$ cat config.mk
export PLATFORM = sky130hd
export DESIGN_NAME = swizzle_pipe
export DESIGN_NICKNAME = d
export VERILOG_FILES = /design/src/rtl/swizzle_pkg.sv /design/src/rtl/swizzle_perm.sv /design/src/rtl/swizzle_pipe.sv
export SDC_FILE = /design/constraint.sdc
export NUM_CORES = 1
export LEC_CHECK = 0
export ABC_AREA = 1
export CORE_MARGIN = 2
export CORE_UTILIZATION = 35
export DETAILED_ROUTE_END_ITERATION = 10
export GPL_TIMING_DRIVEN = 0
export PLACE_DENSITY = 0.61
export SYNTH_ARGS = -nofsm -noshare
export SYNTH_HDL_FRONTEND = slang
export SYNTH_SLANG_ARGS = --single-unit
$ cat constraint.sdc
create_clock -name clock -period 4.7 [get_ports clock]
set_clock_uncertainty 0.2 [all_clocks]
set_input_delay 0.47 -clock clock [delete_from_list [all_inputs] [get_ports clock]]
set_output_delay 0.47 -clock clock [all_outputs]
set_load 0.05 [all_outputs]
$ cat src/rtl/swizzle_pkg.sv
// Shared types and defaults for the swizzle permutation pipeline.
package swizzle_pkg;

    typedef enum logic [1:0] {
        BIT_REV      = 2'd0,
        LANE_REV     = 2'd1,
        LANE_BIT_REV = 2'd2,
        ROT_L        = 2'd3
    } mode_e;

    localparam int unsigned DEFAULT_WIDTH = 32;
    localparam int unsigned DEFAULT_LANE  = 8;

    function automatic int unsigned AMT_W(input int unsigned width);
        return $clog2(width);
    endfunction

endpackage

$ cat src/rtl/swizzle_perm.sv
// Combinational bit-permutation core: bit reverse, lane reverse,
// bit reverse within lanes, and rotate-left.
module swizzle_perm
    import swizzle_pkg::*;
#(
    parameter int unsigned WIDTH = DEFAULT_WIDTH,
    parameter int unsigned LANE  = DEFAULT_LANE
) (
    input  logic [WIDTH-1:0]          data,
    input  mode_e                     mode,
    input  logic [AMT_W(WIDTH)-1:0]   amt,
    output logic [WIDTH-1:0]          result
);

    localparam int unsigned NL = WIDTH / LANE;

    if (WIDTH < 2 || (WIDTH & (WIDTH - 1)) != 0) begin : g_bad_width
        $error("swizzle_perm: WIDTH must be a power of two >= 2");
    end
    if (LANE < 1 || (WIDTH % LANE) != 0) begin : g_bad_lane
        $error("swizzle_perm: LANE must be >= 1 and divide WIDTH");
    end

    logic [2*WIDTH-1:0] rot_dbl;

    always_comb begin
        result  = '0;
        // Upper half of the shifted doubled word is the left rotation.
        rot_dbl = {data, data} << amt;
        case (mode)
            BIT_REV: begin
                for (int unsigned i = 0; i < WIDTH; i++)
                    result[i] = data[WIDTH-1-i];
            end
            LANE_REV: begin
                for (int unsigned k = 0; k < NL; k++)
                    result[k*LANE +: LANE] = data[(NL-1-k)*LANE +: LANE];
            end
            LANE_BIT_REV: begin
                for (int unsigned k = 0; k < NL; k++)
                    for (int unsigned b = 0; b < LANE; b++)
                        result[k*LANE + b] = data[k*LANE + LANE - 1 - b];
            end
            ROT_L: begin
                result = rot_dbl[2*WIDTH-1 -: WIDTH];
            end
            default: result = data;
        endcase
    end

endmodule

$ cat src/rtl/swizzle_pipe.sv
// Two-stage valid/ready permutation pipeline around swizzle_perm.
// Optional parity self-check enabled by defining SWIZZLE_PIPE_CHECK_EN.
module swizzle_pipe
    import swizzle_pkg::*;
#(
    parameter int unsigned WIDTH = DEFAULT_WIDTH,
    parameter int unsigned LANE  = DEFAULT_LANE
) (
    input  logic                      clock,
    input  logic                      reset,
    input  logic                      in_valid,
    output logic                      in_ready,
    input  logic [WIDTH-1:0]          in_data,
    input  logic [1:0]                in_mode,
    input  logic [AMT_W(WIDTH)-1:0]   in_amt,
    output logic                      out_valid,
    input  logic                      out_ready,
    output logic [WIDTH-1:0]          out_data,
    output logic [1:0]                out_mode,
    output logic                      out_perr
);

    localparam int unsigned AW = AMT_W(WIDTH);

    logic             s1_valid, s2_valid;
    logic             s1_load, s2_load;
    logic [WIDTH-1:0] s1_data, s2_data, perm_data;
    mode_e            s1_mode, s2_mode;
    logic [AW-1:0]    s1_amt;

    assign s2_load  = !s2_valid || out_ready;
    assign s1_load  = !s1_valid || s2_load;
    assign in_ready = s1_load;

    always_ff @(posedge clock) begin
        if (reset) begin
            s1_valid <= 1'b0;
            s1_data  <= '0;
            s1_mode  <= BIT_REV;
            s1_amt   <= '0;
        end else if (s1_load) begin
            s1_valid <= in_valid;
            if (in_valid) begin
                s1_data <= in_data;
                s1_mode <= mode_e'(in_mode);
                s1_amt  <= in_amt;
            end
        end
    end

    swizzle_perm #(.WIDTH(WIDTH), .LANE(LANE)) u_perm (
        .data   (s1_data),
        .mode   (s1_mode),
        .amt    (s1_amt),
        .result (perm_data)
    );

    always_ff @(posedge clock) begin
        if (reset) begin
            s2_valid <= 1'b0;
            s2_data  <= '0;
            s2_mode  <= BIT_REV;
        end else if (s2_load) begin
            s2_valid <= s1_valid;
            if (s1_valid) begin
                s2_data <= perm_data;
                s2_mode <= s1_mode;
            end
        end
    end

    assign out_valid = s2_valid;
    assign out_data  = s2_data;
    assign out_mode  = s2_mode;

`ifdef SWIZZLE_PIPE_CHECK_EN
    logic s1_par, s2_par;

    always_ff @(posedge clock) begin
        if (reset) begin
            s1_par <= 1'b0;
            s2_par <= 1'b0;
        end else begin
            if (s1_load && in_valid) s1_par <= ^in_data;
            if (s2_load && s1_valid) s2_par <= s1_par;
        end
    end

    // Every mode is a pure permutation, so parity must survive the core.
    assign out_perr = s2_valid && ((^s2_data) != s2_par);
`else
    assign out_perr = 1'b0;
`endif

endmodule

; After elaboration in Yosys (flattened, before gate mapping)
; Index checks and enable logic that the tools add are counted.
; W data, S select, Z words.
[op_classes]
eq_ne = 3
shift = 1
n_mux = 1
n_reduce_logical = 7
[op_table]
columns = op, count
row1 = $pmux W32 S4, 1
row2 = $shl A64 B5 Y64, 1
row3 = $eq A2 B2 Y1 const B, 2
row4 = $reduce_and A2 Y1, 2
row5 = $eq A2 B1 Y1 const B, 1
row6 = $logic_not A1 Y1, 2
row7 = $logic_not A2 Y1, 1
row8 = $logic_or A1 B1 Y1, 2
[totals]
regBits = 75
input_bits = 43
output_inout_bits = 37
elab_cells = 19

; Depth between registers and ports, before layout
; Gate-level depths: netlist of the first run.
[logic_depth]
depth_word = 4
mapped_depth = 13
ltp_nobuf = 11

; Modules after synthesis
; From an unflattened synthesis of the first run, not the netlist that was laid out.
[hier_totals]
cells_unflattened = 994
area_unflattened_um2 = 6092.1
[by_module_without_submodules]
columns = module, instances, cells_each, area_per_inst_um2, seq_area_each_um2
row1 = swizzle_pipe, 1, 451, 3235.6, 1501.4
row2 = swizzle_perm, 1, 543, 2856.5, 0.0

; Least setup slack after synthesis of the first run
; No wires, ideal clock.
[synth_timing]
path_type = reg2reg
startpoint = register s2_valid, in the netlist out_valid
endpoint = register s1_data[10]
setup_ns = 0.138
arrival_time_ns = 2.074
t_required_ns = 4.362
path_slack_ns = 2.288
path_stages_with_launch = 6
n_path_buf = 2
synth_period_minus_slack_ns = 2.412
cell_sequence = dfxtp_1 nand3_1 nand2_1 buf_2 buf_1 a211oi_1
[synth_between]
elab_chain_cells = 4
[synth_lines]
columns = element, line_no
row1 = "start, declared", swizzle_pipe.sv:25  ; logic s1_valid, s2_valid;
row2 = "start signal, assigned", swizzle_pipe.sv:64  ; s2_valid <= s1_valid;
row3 = $logic_not A1 Y1, swizzle_pipe.sv:31  ; assign s2_load = !s2_valid || out_ready;
row4 = $logic_or A1 B1 Y1, swizzle_pipe.sv:31
row5 = $logic_or A1 B1 Y1, swizzle_pipe.sv:32  ; assign s1_load = !s1_valid || s2_load;
row6 = via in_ready, swizzle_pipe.sv:12  ; output logic in_ready,
row7 = $reduce_and A2 Y1 (no line), -
row8 = "end signal, assigned", swizzle_pipe.sv:44  ; s1_data <= in_data;
row9 = "end, declared", swizzle_pipe.sv:27  ; logic [WIDTH-1:0] s1_data, s2_data, perm_data;
; The timed path passes the listed nets, and every way through them passes these cells.
; A chain may end at the register's enable or synchronous reset.

; Worst setup path after layout of the first run
[layout_timing]
startpoint = input out_ready
endpoint = output in_ready
[layout_between]
elab_chain_cells = 2
[layout_lines]
columns = element, line_no
row1 = "start, declared", swizzle_pipe.sv:17  ; input logic out_ready,
row2 = $logic_or A1 B1 Y1, swizzle_pipe.sv:31
row3 = $logic_or A1 B1 Y1, swizzle_pipe.sv:32
row4 = "end, declared", swizzle_pipe.sv:12
; Every way passes these cells.

==> results of run 1 <==
worst paths after layout:
| kind | start | end | slack [ns] | depth (start not counted) |
|---|---|---|---|---|
| hold reg to reg | out_data[11]$_SDFFE_PP0P_ | out_data[11]$_SDFFE_PP0P_ | 0.27 | 2 |
| setup / recovery | out_ready | in_ready | 2.14 | 4 |
| setup reg to reg | s1_amt[3]$_SDFFE_PP0P_ | out_data[30]$_SDFFE_PP0P_ | 2.40 | 10 |
| hold / removal | out_data[11]$_SDFFE_PP0P_ | out_data[11]$_SDFFE_PP0P_ | 0.27 | 2 |
cell families (layout without fill, tap and decap cells):
kind of cell | Yosys count | after routing
buffers and inverters | 108 | 201
other | 1 | 1
DFF | 75 | 75
and+or+nand+nor | 565 | 565
AOI/OAI and AO/OA | 127 | 127
metrics by stage:
| step | utilization [%] | hold WS, ns | setup slack [ns] | std cells | total power [mW] |
|---|---|---|---|---|---|
| 2_1_floorplan | - | 0.292 | 2.29 | 876 | 1.17 |
| 3_3_place_gp | 42.1 | 0.257 | 2.14 | 1141 | 1.42 |
| 3_5_place_dp | 42.1 | 0.258 | 2.14 | 1141 | 1.41 |
| 4_1_cts | 44.2 | 0.269 | 2.14 | 1157 | 2.13 |
| 5_1_grt | 44.2 | 0.295 | 2.06 | 1157 | 2.23 |
| 6_report | 44.2 | 0.266 | 2.14 | 1157 | 2.14 |
registers in the layout, summed over array words and instances (netlist names):
name and count:
out_data 32, out_mode 2, out_valid 1, s1_amt 5, s1_data 32, s1_mode 2, s1_valid 1
critical path: stages:
cell and delay [ns]:
clkdlybuf4s50_1 0.45, inv_1 0.04, nand3_1 0.10, clkdlybuf4s50_1 0.82
metal layers:
layer / vias to the layer above / global-route usage, % / part of all wire, %
met3: 59 / 6.72 / 11
met2: 383 / 44.5 / 43
met1: 3071 / 41.2 / 42
li1: 3177 / - / -
met4: 0 / 12.1 / 4.4
met5: - / 0 / 0
cells in the final DEF, fill, tap and decap left out, drive strengths merged:
master / instances
nor2: 44
a211oi: 29
clkbuf: 39
conb: 1
buf: 47
clkdlybuf4s50: 77
inv: 35
clkinv: 1
bufinv: 1
nand3: 225
clkinvlp: 1
nor3: 12
a21oi: 66
dfxtp: 75
a221oi: 32
nand2: 284
cell type report:
class	instances	area [sq um]	share of cell area, %
plain buffers	77	387	5.80
clock buffers	9	225	3.38
clock inverters	7	82.6	1.24
inverters	31	124	1.86
multi-input cells	693	3340	50.1
flip-flops and latches	75	1500	22.5
well taps	188	235	3.53
repair buffers	77	771	11.6
power by group:
group          internal, mW  total, mW  switching (mW)
clock                 0.421      0.723           0.302
sequential            0.675      0.732          0.0572
combinational         0.226      0.684           0.457
==> key figures, run 1 <==
Die
  • Chip Height: 128 um
  • Top Ports: 80
  • Die width: 128 um
  • Initial core utilization: 35.5%
  • Num rows: 45
  • Die ar.: 16300 sq um
  • CORE AREA: 15100 sq um

Synthesis
  • Synth area leaders: dfxtp_1, nand3_1, nand2_1
  • XOR/XNOR share of the synthesized area: 0%
  • Top cells by count, synth: nand2_1, nand3_1, dfxtp_1
  • Most common cell in the synthesized netlist: nand2_1
  • Leading area contributor after synthesis: dfxtp_1
  • Register bit total from synthesis: 75
  • Synth Area in Simple Gates: 45.6%
  • Most used DFF post-synth: dfxtp_1
  • Synth warnings: 0
  • Synth Area in Compound Gates: 16.7%
  • Async S/R FF share, synth: 0%
  • Syn Nets: 919
  • Post-synth EDFFs: 0
  • Count of different cell masters after synthesis: 20
  • Sequential cell area fraction in the yosys report: 28.0%
  • Main combinational cell family by area after synthesis: simple AND/OR/NAND/NOR gates
  • Mapped cell area: 5350 sq um
  • Top-area cell type share of the netlist area: 28.0%
  • Post-Synth Adder-Cell Area: 0%
  • Avg Inst Size Synth: 6.11 sq um
  • Synth Instances: 876
  • Multiplexer share of the synthesized area: 0%

Flow run
  • Max Cap Viol: 0

STA
  • Final Hold Vio Count: 0
  • Max-slew headroom: 48.2%
  • Fin crit share: 54.4%
  • Final min period: 2.56 ns
  • Fmax: 391 MHz
  • Unrepaired setup endpoints after global routing: false
  • Setup violations, final: 0
  • Worst Max-Slew Pin Slew: 0.777 ns
  • Setup_tns: 0 ns
  • Fin. max-slew vios: 0

Route
  • Vias: 6690
  • Iteration-0 DRC Markers: 856
  • Detailed Route WL: 23900 um
  • Via density: 5.78
  • Pre-antenna DRT Iters: 7
  • Drt drc: 0
  • Routed Antenna Nets: 0
  • Drt wl/cell: 20.7 um

Worst setup path
  • CP startpoint kind: input port
  • Critical setup path kind: input port to primary output
  • Arrival time at the worst endpoint: 1.89 ns
  • CP Capture Type: primary output
  • Critical Path RT: 4.03 ns
  • Critical path peak fanout: 3

Layout
  • Share of cells above drive strength 1: 8.26%
  • Post-route cell area: 6670 sq um
  • Ant diodes: 0
  • Final #Nets: 1007
  • Fill cells: 1637
  • Synth-to-layout area growth: 24.5%

Power and ir drop
  • Static Leakage: 2.63 nW
  • Pwr Density: 321 nW/um^2
  • Max VDD drop: 0.206 mV

Clock network
  • H-tree depth: 3
  • # hold bufs at CTS: 0
  • Clock slew at reported path FFs: 0.07 ns
  • CTS tree: built
  • Clk Latency, worst-skew pair: 0.34 ns
  • CTS Buf Count: 9
  • Longest Clk Path Bufs: 2
  • CTS Root Buffer Type: clkbuf_16
  • Num Clock Sinks: 75
  • Postcts setup bufs: 0
  • Post_cts resized: 0

Placed design
  • Placed cell area: 6360 sq um
  • GPL Wtd Cong: 1.04
  • Port buffer count: 77
  • DP HPWL: 18600 um

Global route
  • First-pass GRT wire length: 36700 um
  • GRT overflow: 0
  • Tot GR Track Use: 29.7%
  • Antenna violations before repair: 0
  • Largest net degree at the start of global routing: 16
  • Vias in the first global route: 6217

Min path
  • Worst Hold Class: flop to flop

Outcome
  • Status: finished, final reports clean
(Power assumes the default switching activity.)
==> run 2, diff against run 1 <==
--- a/config.mk
+++ b/config.mk
@@ -10,7 +10,7 @@
 export CORE_UTILIZATION = 35
 export DETAILED_ROUTE_END_ITERATION = 10
 export GPL_TIMING_DRIVEN = 0
-export PLACE_DENSITY = 0.61
+export PLACE_DENSITY = 0.63
 export SYNTH_ARGS = -nofsm -noshare
 export SYNTH_HDL_FRONTEND = slang
 export SYNTH_SLANG_ARGS = --single-unit
==> constraint.sdc (replaced) <==
create_clock -name clock -period 2.3 [get_ports clock]
set_clock_uncertainty 0.2 [all_clocks]
set_input_delay 0.23 -clock clock [delete_from_list [all_inputs] [get_ports clock]]
set_output_delay 0.23 -clock clock [all_outputs]
set_load 0.05 [all_outputs]
==> key figures, run 2 (synthesis results as in run 1) <==
Power and ir drop
  • Reg power frac: 34.2% (about the same)
  • Combinational fraction of design power: 32.3% (was 32.0%)
  • Net Sw Frac: 37.9% (was 38.2%)
  • Net load switching power: 1.66 mW (was 0.817 mW)
  • Clock power share: 33.5% (was 33.8%)
  • Pwr Density: 654 nW/um^2 (was 321 nW/um^2)
  • Max VDD drop: 0.377 mV (was 0.206 mV)
  • Pint: 2.72 mW (was 1.32 mW)
  • Static Leakage: 2.64 nW (was 2.63 nW)

Worst setup path
  • Critical Path RT: 2.30 ns (was 4.03 ns)
  • CP Capture Type: flop (was primary output)
  • CP startpoint kind: flop (was input port)
  • Critical setup path kind: flop to flop (was input port to primary output)
  • Arrival time at the worst endpoint: 2.21 ns (was 1.89 ns)
  • Critical path peak fanout: 10 (was 3)

STA
  • Max-slew headroom: 44.0% (was 48.2%)
  • Fin. max-slew vios: 0 (unchanged)
  • Fmax: 452 MHz
  • Fin crit share: 96.1%
  • Setup violations, final: 0 (unchanged)
  • Worst Max-Slew Pin Slew: 0.839 ns (was 0.777 ns)
  • Final Hold Vio Count: 0 (unchanged)
  • Unrepaired setup endpoints after global routing: false (unchanged)
  • Final min period: 2.21 ns

Clock network
  • CTS Buf Count: 9 (unchanged)
  • CTS Root Buffer Type: clkbuf_16 (unchanged)
  • H-tree depth: 3 (unchanged)
  • Clk Latency, worst-skew pair: 0.34 ns (about the same)
  • Num Clock Sinks: 75 (unchanged)
  • Clock slew at reported path FFs: 0.06 ns (was 0.07 ns)
  • CTS tree: built (unchanged)
  • Longest Clk Path Bufs: 2 (unchanged)
  • Postcts setup bufs: 0 (unchanged)

Die
  • CORE AREA: 15100 sq um (unchanged)
  • Die ar.: 16300 sq um (unchanged)
  • Chip Height: 128 um (unchanged)
  • Num rows: 45 (unchanged)
  • Initial core utilization: 35.5% (unchanged)
  • Die width: 128 um (unchanged)
  • Top Ports: 80 (unchanged)

Global route
  • GRT overflow: 0 (unchanged)
  • Largest net degree at the start of global routing: 14 (was 16)
  • First-pass GRT wire length: 36200 um (was 36700 um)
  • Vias in the first global route: 6126 (was 6217)
  • Tot GR Track Use: 29.7% (about the same)
  • Antenna violations before repair: 0 (unchanged)

Layout
  • Share of cells above drive strength 1: 8.88% (was 8.26%)
  • Post-route cell area: 6690 sq um (was 6670 sq um)
  • Multi-input logic area: 3360 sq um (was 3340 sq um)
  • Layout Utilization: 44.3% (was 44.2%)
  • Most frequent cells in the layout: nand2_1, nand3_1, clkdlybuf4s50_1, dfxtp_1, a21oi_1 (unchanged)
  • Commonest non-fill, non-tap cell in the layout: nand2_1 (unchanged)
  • Final #Nets: 1007 (unchanged)
  • Fill cells: 1626 (was 1637)
  • Ant diodes: 0 (unchanged)
  • Post-Layout Cell Count: 1157 (unchanged)
  • Synth-to-layout area growth: 25.0% (was 24.5%)
  • Register area: 1500 sq um (unchanged)

Route
  • Pre-antenna DRT Iters: 6 (was 7)
  • Detailed Route WL: 24200 um (was 23900 um)
  • Drt drc: 0 (unchanged)
  • Vias: 6749 (was 6690)
  • Iteration-0 DRC Markers: 915 (was 856)
  • Via density: 5.83 (was 5.78)
  • Drt wl/cell: 21.0 um (was 20.7 um)
  • Routed Antenna Nets: 0 (unchanged)

Outcome
  • Status: finished, final reports clean (unchanged)

Flow run
  • Max Cap Viol: 0 (unchanged)

Placed design
  • Placed cell area: 6360 sq um (about the same)
  • Port buffer count: 77 (unchanged)
  • DP HPWL: 18700 um (was 18600 um)
  • GPL Wtd Cong: 1.00 (was 1.04)
  • Placed cells: 1141 (unchanged)

Min path
  • Worst Hold Class: input port to flop (was flop to flop)
## run 2: cell count changes in the layout (fill, tap and decap cells not counted), moves of 2 or more
cell	before	now
inv_8	3	1
nand3_2	0	3
clkbuf_2	0	3
clkbuf_4	0	4
nand3_1	225	222
buf_2	26	22
buf_1	13	11
## run 2: metal layers
metal	vias up	GRT usage [%]	wire length [um]
li1	3185	-	-
met1	3166	41.5	10700
met2	353	45.7	10700
met3	45	7.26	2110
met4	0	8.34	793
met5	-	0	0
## run 2: repair_timing
item | 4_1_cts | 5_1_grt
hold buffers | 0 | 0
resized for setup | 0 | 10
setup endpoints to repair | 0 | 10
## run 2: final cells by class
| cell class | count | share of cell area, % |
|---|---|---|
| clock inverters | 6 | 0.954 |
| flip-flops and latches | 75 | 22.4 |
| well taps | 188 | 3.52 |
| clock buffers | 10 | 3.57 |
| plain buffers | 77 | 5.98 |
| multi-input cells | 693 | 50.2 |
| inverters | 31 | 1.85 |
| repair buffers | 77 | 11.5 |
## run 2: critical path, stage by stage (launching register included)
cell and delay [ns]:
dfxtp_1 0.31, buf_2 0.16, inv_2 0.11, clkbuf_4 0.23, nand3_1 0.18, nand3_1 0.16
nand3_1 0.08, nand2_1 0.14, nand2_1 0.06, nand3_1 0.16, nand2_1 0.12, nand2_1 0.11
a21oi_2 0.05
## run 2: path summary, 6_finish.rpt
check                                  from                        end  slack, ns  cells after the start
setup / recovery     s1_amt[1]$_SDFFE_PP0P_  out_data[30]$_SDFFE_PP0P_       0.09                     12
hold / removal                        reset   s1_data[13]$_SDFFE_PP0P_       0.21                      2
setup reg to reg     s1_amt[1]$_SDFFE_PP0P_  out_data[30]$_SDFFE_PP0P_       0.09                     12
hold reg to reg   out_data[13]$_SDFFE_PP0P_  out_data[13]$_SDFFE_PP0P_       0.26                      2
## run 2: power groups by stage
stage                     sequential (mW)  clock [mW]  combinational, mW
final                                1.50        1.47               1.41
after global routing                 1.50        1.54               1.53
after CTS                            1.49        1.48               1.38
after detailed placement             1.51           0               1.37
after global placement               1.51           0               1.38
after floorplan                      1.58           0              0.812
## run 2: per-stage QoR
step	TNS, ns	worst slack, ns	power, mW	hold slack (ns)
6_report	0	0.0893	4.38	0.208
5_1_grt	0	0.000940	4.56	0.230
4_1_cts	0	0.119	4.34	0.189
3_5_place_dp	-0.169	-0.0417	2.89	0.256
3_3_place_gp	0	0.0119	2.90	0.257
2_1_floorplan	0	0.104	2.39	0.173
==> run 3, diff against run 2 <==
--- a/config.mk
+++ b/config.mk
@@ -7,10 +7,10 @@
 export LEC_CHECK = 0
 export ABC_AREA = 1
 export CORE_MARGIN = 2
-export CORE_UTILIZATION = 35
+export CORE_UTILIZATION = 36
 export DETAILED_ROUTE_END_ITERATION = 10
 export GPL_TIMING_DRIVEN = 0
-export PLACE_DENSITY = 0.63
+export PLACE_DENSITY = 0.64
 export SYNTH_ARGS = -nofsm -noshare
 export SYNTH_HDL_FRONTEND = slang
 export SYNTH_SLANG_ARGS = --single-unit
==> key figures, run 3 (synthesis results as in run 1) <==
STA
  • Fmax: 448 MHz (was 452 MHz)
  • Setup_tns: 0 ns (unchanged)
  • Fin. max-slew vios: 0 (unchanged)
  • Fin crit share: 97.0% (was 96.1%)
  • Worst Max-Slew Pin Slew: 0.768 ns (was 0.839 ns)
  • Final min period: 2.23 ns (was 2.21 ns)
  • Setup violations, final: 0 (unchanged)
  • Final Hold Vio Count: 0 (unchanged)
  • Unrepaired setup endpoints after global routing: false (unchanged)
  • Max-slew headroom: 48.8% (was 44.0%)

Worst setup path
  • Reg2reg path depth: 12 (unchanged)
  • CP Cell Sequence: buf_2, inv_2, buf_2, nand3_1, nand3_1, nand3_1, nand2_1, nand2_1, nand3_1, nand2_1, nand2_1, a21oi_2 (was buf_2, inv_2, clkbuf_4, nand3_1, nand3_1, nand3_1, nand2_1, nand2_1, nand3_1, nand2_1, nand2_1, a21oi_2)
  • Crit-path slowest cell: dfxtp_1 (unchanged)
  • CP Depth: 12 (unchanged)
  • Delay-heaviest family, CP: simple AND/OR/NAND/NOR gates (unchanged)
  • Worst R2R Start: s1_amt[1]$_SDFFE_PP0P_ (unchanged)
  • Flop-to-flop setup slack: 0.07 ns (was 0.09 ns)
  • Slowest stage delay, CP: 0.29 ns (was 0.31 ns)
  • Start point of the critical path: s1_amt[1]$_SDFFE_PP0P_ (unchanged)
  • CP Capture Type: flop (unchanged)
  • Critical path capture point: out_data[16]$_SDFFE_PP0P_ (was out_data[30]$_SDFFE_PP0P_)
  • Critical Path RT: 2.31 ns (was 2.30 ns)
  • Critical setup path kind: flop to flop (unchanged)
  • CP startpoint kind: flop (unchanged)
  • Worst path bufs/invs: 3 (unchanged)
  • Critical path peak fanout: 10 (unchanged)
  • Worst r2r dst: out_data[16]$_SDFFE_PP0P_ (was out_data[30]$_SDFFE_PP0P_)
  • Arrival time at the worst endpoint: 2.24 ns (was 2.21 ns)

Global route
  • Tot GR Track Use: 29.5% (was 29.7%)
  • GRT overflow: 0 (unchanged)
  • Antenna violations before repair: 0 (unchanged)
  • Vias in the first global route: 6081 (was 6126)
  • First-pass GRT wire length: 35800 um (was 36200 um)
  • Largest net degree at the start of global routing: 14 (unchanged)

Power and ir drop
  • Pwr Density: 634 nW/um^2 (was 654 nW/um^2)
  • Net Sw Frac: 38.9% (was 37.9%)
  • Net load switching power: 1.64 mW (was 1.66 mW)
  • Max VDD drop: 0.441 mV (was 0.377 mV)
  • Clock power share: 31.1% (was 33.5%)
  • Static Leakage: 2.63 nW (was 2.64 nW)
  • Pint: 2.57 mW (was 2.72 mW)
  • Reg power frac: 35.7% (was 34.2%)
  • Combinational fraction of design power: 33.2% (was 32.3%)

Route
  • Via density: 5.79 (was 5.83)
  • Drt wl/cell: 20.6 um (was 21.0 um)
  • Detailed Route WL: 23800 um (was 24200 um)
  • Routed Antenna Nets: 0 (unchanged)
  • Pre-antenna DRT Iters: 6 (unchanged)
  • Vias: 6674 (was 6749)
  • Drt drc: 0 (unchanged)
  • Iteration-0 DRC Markers: 923 (was 915)

Die
  • Num rows: 44 (was 45)
  • Initial core utilization: 36.8% (was 35.5%)
  • CORE AREA: 14500 sq um (was 15100 sq um)
  • Die ar.: 15900 sq um (was 16300 sq um)
  • Die width: 126 um (was 128 um)
  • Top Ports: 80 (unchanged)
  • Chip Height: 126 um (was 128 um)

Layout
  • Commonest non-fill, non-tap cell in the layout: nand2_1 (unchanged)
  • Synth-to-layout area growth: 23.9% (was 25.0%)
  • Fill cells: 1605 (was 1626)
  • Share of cells above drive strength 1: 8.77% (was 8.88%)
  • Most frequent cells in the layout: nand2_1, nand3_1, clkdlybuf4s50_1, dfxtp_1, a21oi_1 (unchanged)
  • Post-route cell area: 6640 sq um (was 6690 sq um)
  • Ant diodes: 0 (unchanged)
  • Final #Nets: 1007 (unchanged)

Clock network
  • CTS tree: built (unchanged)
  • Num Clock Sinks: 75 (unchanged)
  • CTS Buf Count: 9 (unchanged)
  • H-tree depth: 3 (unchanged)
  • Post_cts resized: 0 (unchanged)
  • # hold bufs at CTS: 0 (unchanged)
  • Clock slew at reported path FFs: 0.06 ns (about the same)
  • Clk Latency, worst-skew pair: 0.34 ns (about the same)
  • CTS Root Buffer Type: clkbuf_16 (unchanged)
  • Longest Clk Path Bufs: 2 (unchanged)
  • Postcts setup bufs: 0 (unchanged)

Placed design
  • DP HPWL: 18300 um (was 18700 um)
  • Placed cell area: 6360 sq um (about the same)
  • Port buffer count: 77 (unchanged)
  • GPL Wtd Cong: 1.03 (was 1.00)

Outcome
  • Status: finished, final reports clean (unchanged)

Min path
  • Worst Hold Class: input port to flop (unchanged)
  • Hold_sp: reset (unchanged)

Flow run
  • Max Cap Viol: 0 (unchanged)
-- run 3: cell types whose count changed in the layout (fill, tap and decap cells not counted), sizes merged --
cell	before	now
buf	41	44
bufinv	1	0
clkinvlp	2	1
inv	32	31
clkbuf	46	42
clkinv	2	6
-- run 3: through the flow --
step / hold slack [ns] / utilization, % / power [mW] / cells / setup slack (ns)
2_1_floorplan: 0.173 / - / 2.39 / 876 / 0.104
5_1_grt: 0.236 / 45.7 / 4.40 / 1153 / 0.00256
3_3_place_gp: 0.255 / 43.8 / 2.89 / 1137 / 0.0139
4_1_cts: 0.172 / 45.6 / 4.18 / 1153 / 0.108
3_5_place_dp: 0.256 / 43.8 / 2.88 / 1137 / -0.0157
6_report: 0.190 / 45.7 / 4.21 / 1153 / 0.0692
-- run 3: how the worst min path moves through the flow --
stage | endpoint | cells after the start
final | s1_data[7]$_SDFFE_PP0P_ | 2
after global routing | s1_data[12]$_SDFFE_PP0P_ | 2
after CTS | s1_data[15]$_SDFFE_PP0P_ | 2
after detailed placement | out_data[13]$_SDFFE_PP0P_ | 2
after global placement | out_data[19]$_SDFFE_PP0P_ | 2
after floorplan | s1_data[20]$_SDFFE_PP0P_ | 2
-- run 3: area by class of cell --
type | instances | area [sq um] | share of cell area (%)
plain buffers | 77 | 392 | 5.90
clock buffers | 9 | 225 | 3.39
clock inverters | 7 | 45.0 | 0.679
inverters | 31 | 124 | 1.87
multi-input cells | 693 | 3350 | 50.4
flip-flops and latches | 75 | 1500 | 22.6
well taps | 184 | 230 | 3.47
repair buffers | 77 | 771 | 11.6
-- run 3: power groups by stage --
| stage | sequential [mW] | clock, mW | combinational, mW |
|---|---|---|---|
| 3_3_place_gp | 1.52 | 0 | 1.37 |
| 6_report | 1.50 | 1.31 | 1.40 |
| 3_5_place_dp | 1.52 | 0 | 1.36 |
| 5_1_grt | 1.50 | 1.38 | 1.51 |
| 4_1_cts | 1.49 | 1.33 | 1.36 |
| 2_1_floorplan | 1.58 | 0 | 0.812 |
-- run 3: layer usage --
layer	up-vias	share of wire [%]	track usage, %
li1	3186	-	-
met1	2997	44	40.8
met2	403	41	43.4
met3	88	9.8	7.39
met4	0	5.3	12.9
met5	-	0	0
